--- src/rtl/pool_apb_master.sv ---
// Single-outstanding command-to-APB bridge: IDLE -> SETUP -> ACCESS -> RESP.
// Optional ACCESS wait-state timeout enabled by defining APB_TIMEOUT_EN.
module pool_apb_master #(
    parameter int ADDR_WIDTH     = 32,
    parameter int DATA_WIDTH     = 32,
    parameter int TIMEOUT_CYCLES = 256
) (
    input  logic                  CLK,
    input  logic                  RESET,
    input  logic                  CMD_VALID,
    output logic                  CMD_READY,
    input  logic                  CMD_WRITE,
    input  logic [ADDR_WIDTH-1:0] CMD_ADDR,
    input  logic [DATA_WIDTH-1:0] CMD_WDATA,
    output logic                  RSP_VALID,
    output logic [DATA_WIDTH-1:0] RSP_RDATA,
    output logic                  RSP_ERR,
    output logic                  RSP_TIMEOUT,
    output logic [ADDR_WIDTH-1:0] PADDR,
    output logic                  PSEL,
    output logic                  PENABLE,
    output logic                  PWRITE,
    output logic [DATA_WIDTH-1:0] PWDATA,
    input  logic [DATA_WIDTH-1:0] PRDATA,
    input  logic                  PREADY,
    input  logic                  PSLVERR,
    output logic                  BUSY,
    output logic [31:0]           XFER_COUNT
);

`ifdef APB_TIMEOUT_EN
    localparam bit TIMEOUT_EN = 1'b1;
`else
    localparam bit TIMEOUT_EN = 1'b0;
`endif

    localparam int unsigned   TW      = $clog2(TIMEOUT_CYCLES + 1);
    localparam logic [TW-1:0] T_LIMIT = TW'(TIMEOUT_CYCLES - 1);

    typedef enum logic [1:0] {IDLE, SETUP, ACCESS, RESP} state_t;

    state_t        state, next_state;
    logic          ready_en;
    logic          accept;
    logic          access_done;
    logic          timeout_hit;
    logic [TW-1:0] wait_cnt;

    always_ff @(posedge CLK) begin
        if (RESET) state <= IDLE;
        else       state <= next_state;
    end

    always_comb begin
        next_state  = state;
        CMD_READY   = 1'b0;
        PSEL        = 1'b0;
        PENABLE     = 1'b0;
        RSP_VALID   = 1'b0;
        access_done = 1'b0;
        timeout_hit = 1'b0;
        case (state)
            IDLE: begin
                CMD_READY = ready_en;
                if (CMD_VALID && ready_en) next_state = SETUP;
            end
            SETUP: begin
                PSEL       = 1'b1;
                next_state = ACCESS;
            end
            ACCESS: begin
                PSEL    = 1'b1;
                PENABLE = 1'b1;
                if (PREADY) begin
                    access_done = 1'b1;
                    next_state  = RESP;
                end else if (TIMEOUT_EN && (wait_cnt == T_LIMIT)) begin
                    access_done = 1'b1;
                    timeout_hit = 1'b1;
                    next_state  = RESP;
                end
            end
            RESP: begin
                RSP_VALID  = 1'b1;
                next_state = IDLE;
            end
            default: next_state = IDLE;
        endcase
    end

    assign accept = CMD_VALID && CMD_READY;
    assign BUSY   = (state != IDLE);

    // ready_en keeps CMD_READY low during reset and for the first cycle after it
    always_ff @(posedge CLK) begin
        if (RESET) begin
            ready_en    <= 1'b0;
            PADDR       <= '0;
            PWRITE      <= 1'b0;
            PWDATA      <= '0;
            RSP_RDATA   <= '0;
            RSP_ERR     <= 1'b0;
            RSP_TIMEOUT <= 1'b0;
            XFER_COUNT  <= '0;
            wait_cnt    <= '0;
        end else begin
            ready_en <= 1'b1;
            if (accept) begin
                PADDR  <= CMD_ADDR;
                PWRITE <= CMD_WRITE;
                PWDATA <= CMD_WDATA;
            end
            if (access_done) begin
                RSP_RDATA   <= (PWRITE || timeout_hit) ? '0 : PRDATA;
                RSP_ERR     <= timeout_hit | PSLVERR;
                RSP_TIMEOUT <= timeout_hit;
                XFER_COUNT  <= XFER_COUNT + 32'd1;
            end
            if (state == ACCESS && !PREADY) wait_cnt <= wait_cnt + TW'(1);
            else                            wait_cnt <= '0;
        end
    end

endmodule

--- config.mk ---
export PLATFORM = sky130hd
export DESIGN_NAME = pool_apb_master
export DESIGN_NICKNAME = d
export VERILOG_FILES = /design/src/rtl/pool_apb_master.sv
export SDC_FILE = /design/constraint.sdc
export NUM_CORES = 1
export LEC_CHECK = 0
export BUFFER_PORTS_ARGS = -buffer_cell sky130_fd_sc_hd__buf_2
export CORE_MARGIN = 10
export CORE_UTILIZATION = 45
export DETAILED_ROUTE_END_ITERATION = 7
export GPL_ROUTABILITY_DRIVEN = 1
export PLACE_DENSITY = 0.77
export SETUP_SLACK_MARGIN = 0.1
export SLEW_MARGIN = 10
export SYNTH_ARGS = -nofsm -noshare
export SYNTH_HDL_FRONTEND = slang
export SYNTH_SLANG_ARGS = --single-unit
--- constraint.sdc ---
create_clock -name CLK -period 2.9 [get_ports CLK]
set_input_delay 0.87 -clock CLK [delete_from_list [all_inputs] [get_ports CLK]]
set_output_delay 0.87 -clock CLK [all_outputs]
set_load 0.01 [all_outputs]
---- Word level (Yosys, flattened, before mapping) ----
Cells that the tools add are included.
word-level totals
  bits in registers ....................... 133
  input port bits ......................... 102
  output and inout bits ................... 136
  word-level logic and storage cells ...... 31
operators by class
  $add $sub $neg .......................... 1
  equal/unequal tests ..................... 5
  multiplexer cells ....................... 11
  reductions and logical operators ........ 6
operators by type and width
  cell                     count
  $add A32 B1 Y32 const B  1
  $mux W32                 1
  $pmux W2 S4              1
  $mux W1                  7
  $eq A2 B2 Y1 const B     2
  $mux W2                  2
  $ne A2 B2 Y1 const B     2
  $eq A2 B1 Y1 const B     1
  $logic_and A1 B1 Y1      2
  $logic_not A2 Y1         1
  $reduce_and A2 Y1        1
  $reduce_bool A2 Y1       1
  $reduce_or A2 Y1         1

---- Depth between registers and ports, before layout ----
  depth in word-level cells ............... 3
  mapped depth ............................ 8

---- Worst setup path after synthesis ----
No wires, ideal clock.
  path type ............................... flip-flop to flip-flop
  from .................................... register state[0]
  to ...................................... register XFER_COUNT[13]
  library setup time ...................... 0.121 ns
  arrival time ............................ 2.034 ns
  data required time ...................... 2.779 ns
  slack ................................... 0.745 ns
  cell stages (with the launch flop) ...... 9
  path buffers ............................ 2
  clock period less this slack ............ 2.155 ns
  cell sequence ........................... dfxtp_1 -> inv_1 -> ha_1 -> clkbuf_1 -> nand4_1 -> or3_1 -> clkbuf_1 -> nor3_1 -> mux2_2
on the way
  longest elaborated chain between the ends .. 2
ends and longest elaborated chain
  element                   line  text
  start: declaration        42    state_t state, next_state;
  start signal: assignment  51    else state <= next_state;
  $eq A2 B2 Y1              62    case (state)
  $mux W1                   62
  end signal: assignment    117   XFER_COUNT <= XFER_COUNT + 32'd1;
  end: declaration          28    output logic [31:0] XFER_COUNT
Every way passes these cells.
A chain may end at the register's enable or synchronous reset.

---- Worst setup path in the final report ----
  from .................................... register state[0]
  to ...................................... output port PENABLE
on the way
  longest elaborated chain between the ends .. 2
ends and longest elaborated chain
  element           line  text
  $eq A2 B2 Y1      62
  $mux W1           62
  end: declaration  21    output logic PENABLE,
Every way passes these cells.

==> impl_summary.txt <==
----------------------------------------------------
[Drt]
  Count of nets left with antenna violations after detail routing ... 0
  Initial DRT Pass Iterations ... 5
  DRC violations left ... 0
  Count of vias placed by the detailed router ... slightly above 5000
  Routed wire length per instance ... 15.5 µm
  Average via count per standard cell ... ~5.1
  Wire length after detailed routing ... 15.5 mm
  Violation count after the first detailed-routing iteration ... 300

[STA]
  Number of pins with negative max-slew slack in the final report ... 0
  Highest achievable clock rate ... about 440 MHz
  Setup repair after global routing missed its margin ... false
  Worst max-slew margin expressed relative to the limit ... approximately 62%
  Final setup violation count ... 0
  Final min period ... approximately 2.3 ns
  Post-route clock skew ... a little under 0.005 ns
  Slew @ Worst Pin ... around 0.57 ns
  Final hold violations ... 0
  Period utilization ... around four fifths
  Setup TNS ... 0 ns

[Finish]
  Top library cells by usage in the layout, fill and taps aside ... sky130_fd_sc_hd__buf_2 (235), sky130_fd_sc_hd__nand2_1 (144), sky130_fd_sc_hd__dfxtp_1 (133)
  Layout overhead on the synthesized area ... 35.0%
  # diodes ... 0
  Leading cell type in the layout, fill and taps excluded ... sky130_fd_sc_hd__buf_2
  Net count, final ... approximately 960
  Fraction of layout instances using a drive strength above 1 ... about a third
  Number of filler cells placed in the layout ... between 1000 and 1500
  Summed area of non-filler cells in the final layout ... roughly 7000 µm²

[Critical path]
  Worst setup slack for register-to-register paths ... approximately 0.64 ns
  Longest individual stage delay on the worst path ... around 0.35 ns
  Setup crit start kind ... flip-flop
  Series of cell instances along the critical path ... inv_1, ha_1, buf_2
  CP Capture Type ... output port
  Classification of the worst setup path ... reg2out
  Data required, critical path ... a little over 2 ns
  Cell type of the slowest stage on the worst timing path ... sky130_fd_sc_hd__ha_1
  Endpoint arrival time on the critical path ... about 1.4 ns
  Worst-path maximum fanout ... 10
  Delay-heaviest family, CP ... adder cells
  Worst path buffer plus inverter count ... 2

[Power and ir drop]
  Total leakage power ... 3.15 nW
  Power consumption ... ~0.0051 W
  PwrDens ... 723 nW/µm²
  Maximum ir drop on the vdd rail ... 0.000473 V

[Global routing]
  Number of global-route vias before repair ... 4834
  Global route total overflow ... 0
  Largest net degree at the start of global routing ... 66
  Wire length of the first global-routing pass ... 25.1 mm
  Overall track demand over capacity in global routing ... 18.7%
  Initial antenna violation count ... 0

[Synth]
  Post-synth top flop ... sky130_fd_sc_hd__dfxtp_1
  Post-synthesis instance total ... 634
  Total number of yosys warnings ... 0
  Sequential fraction of the synthesis area ... between 50 and 60%
  Share of synthesized registers carrying an async set or reset ... 0%
  Synthesized cell area ... a little over 5000 µm²
  Synthesized area divided by synthesized cell count ... between 8 and 9 µm²
  Number of register bits inferred by synthesis ... between 100 and 150
  Count of different cell masters after synthesis ... 34
  Post-Synthesis Net Count ... about 740
  Number of synthesized flops with an enable pin ... 0

[Clock tree]
  Clock tree root driver cell ... sky130_fd_sc_hd__clkbuf_16
  Quantity of hold-fixing buffers added after cts ... 0
  Clk slew on worst S/H paths ... approximately 0.05 ns
  PostCTS Resize Cnt ... 0
  Htree depth ... 4
  Clock sink count ... 133
  Max Root-Sink Buffers ... 2
  Clock insertion delay at the later pin of the skew report ... 0.41 ns
  Number of buffers created by CTS ... 17
  TritonCTS clock tree ... done
  Number of buffers inserted to repair setup after CTS ... 0

[Place]
  Dpl cell area ... roughly 6500 µm²
  Number of port buffers ... 236
  Post-detail-place hpwl ... ~11 mm
  Final estimated routing congestion in global placement ... ~0.8

[Floorplanning]
  Row cnt ... 39
  Chip width ... between 100 and 150 µm
  Number of primary I/O pins ... 238
  Die area ... roughly 16000 µm²
  Die H ... between 100 and 150 µm
  Effective utilization at floorplan ... a little under half
  Total core area ... around 11000 µm²

[Status]
  Outcome ... finished clean

[Flow run]
  Max-Cap Viols ... 0

[Worst hold path]
  Kind of path behind the tightest hold check ... reg2reg

----------------------------------------------------
## worst reg2reg max path, stage by stage (launching register included)
cell and delay [ns]:
sky130_fd_sc_hd__dfxtp_1 0.40, sky130_fd_sc_hd__nand4_1 0.24, sky130_fd_sc_hd__or4_1 0.80, sky130_fd_sc_hd__or4_1 0.60, sky130_fd_sc_hd__a21oi_1 0.15
## per-layer routing
metal / up-vias / wire (µm) / GRT usage, %
li1: 2575 / - / -
met1: 2277 / 6430 / 21.8
met2: 180 / 7240 / 29.2
met3: 28 / 1540 / 8.60
met4: 0 / 296 / 7.43
met5: - / 0 / 0
## worst paths after layout
path                 startpoint             end  cells past startpoint
hold reg to reg      PWDATA[10]      PWDATA[10]                      2
setup / recovery       state[0]         PENABLE                      3
setup reg to reg  XFER_COUNT[5]  XFER_COUNT[31]                      4
hold / removal       PWDATA[10]      PWDATA[10]                      2
## layout make-up
class	count	area [µm²]	share of cell area, %
repair buffers	242	1280	18.2
flip-flops and latches	133	2660	38.0
multi-input cells	442	2300	32.9
clock buffers	24	492	7.01
clock inverters	5	50.0	0.714
well taps	143	179	2.55
inverters	12	45.0	0.643
## report_power, final
part           internal [W]  total [W]  leakage (nW)  switching [W]
Sequential          0.00200    0.00209          1.08      0.0000866
Clock               0.00125    0.00197         0.272       0.000724
Combinational      0.000394    0.00101          1.80       0.000612
Total               0.00364    0.00507          3.15        0.00142
## sequential cells by signal (all words and copies together), names as in the netlist
signal and count:
PADDR 32, PWRITE 1, RSP_ERR 1, state 2
PWDATA 32, ready_en 1, XFER_COUNT 32, RSP_RDATA 32
## through the flow
step / hold slack, ns / worst slack (ns) / std cells / utilization, %
after detailed placement: 0.444 / 0.474 / 972 / 56.9
after global placement: 0.439 / 0.523 / 972 / 56.9
after floorplan: 0.481 / 0.745 / 634 / -
final: 0.449 / 0.619 / 1001 / 61.7
after global routing: 0.465 / 0.429 / 1001 / 61.7
after CTS: 0.452 / 0.597 / 1001 / 61.7
## logic make-up (layout without fill, tap and decap cells)
| family | count (synthesis) | in the layout | share of synthesized area (%) |
|---|---|---|---|
| compound gates | 137 | 137 | 14.4 |
| other cells | 1 | 1 | 0.0722 |
| simple gates | 285 | 285 | 26.0 |
| flops | 133 | 133 | 51.3 |
| xor+xnor | 9 | 9 | 1.52 |
| fa+ha+maj | 5 | 5 | 1.20 |
| mux | 5 | 5 | 1.06 |
| buf+inv | 59 | 283 | 4.50 |
## synth_stat cells (7+ instances only)
cell,n,area [µm²]
sky130_fd_sc_hd__nand2_1,146,548
sky130_fd_sc_hd__dfxtp_1,133,2660
sky130_fd_sc_hd__a21oi_1,113,566
sky130_fd_sc_hd__nor2_1,48,180
sky130_fd_sc_hd__clkbuf_1,39,146
sky130_fd_sc_hd__nor3b_1,32,240
sky130_fd_sc_hd__inv_1,12,45.0
sky130_fd_sc_hd__nand3_1,10,50.1
sky130_fd_sc_hd__or4_1,10,75.1
sky130_fd_sc_hd__o31ai_1,8,60.1
sky130_fd_sc_hd__or3_1,7,43.8
Power figures use the tool's default switching activity.
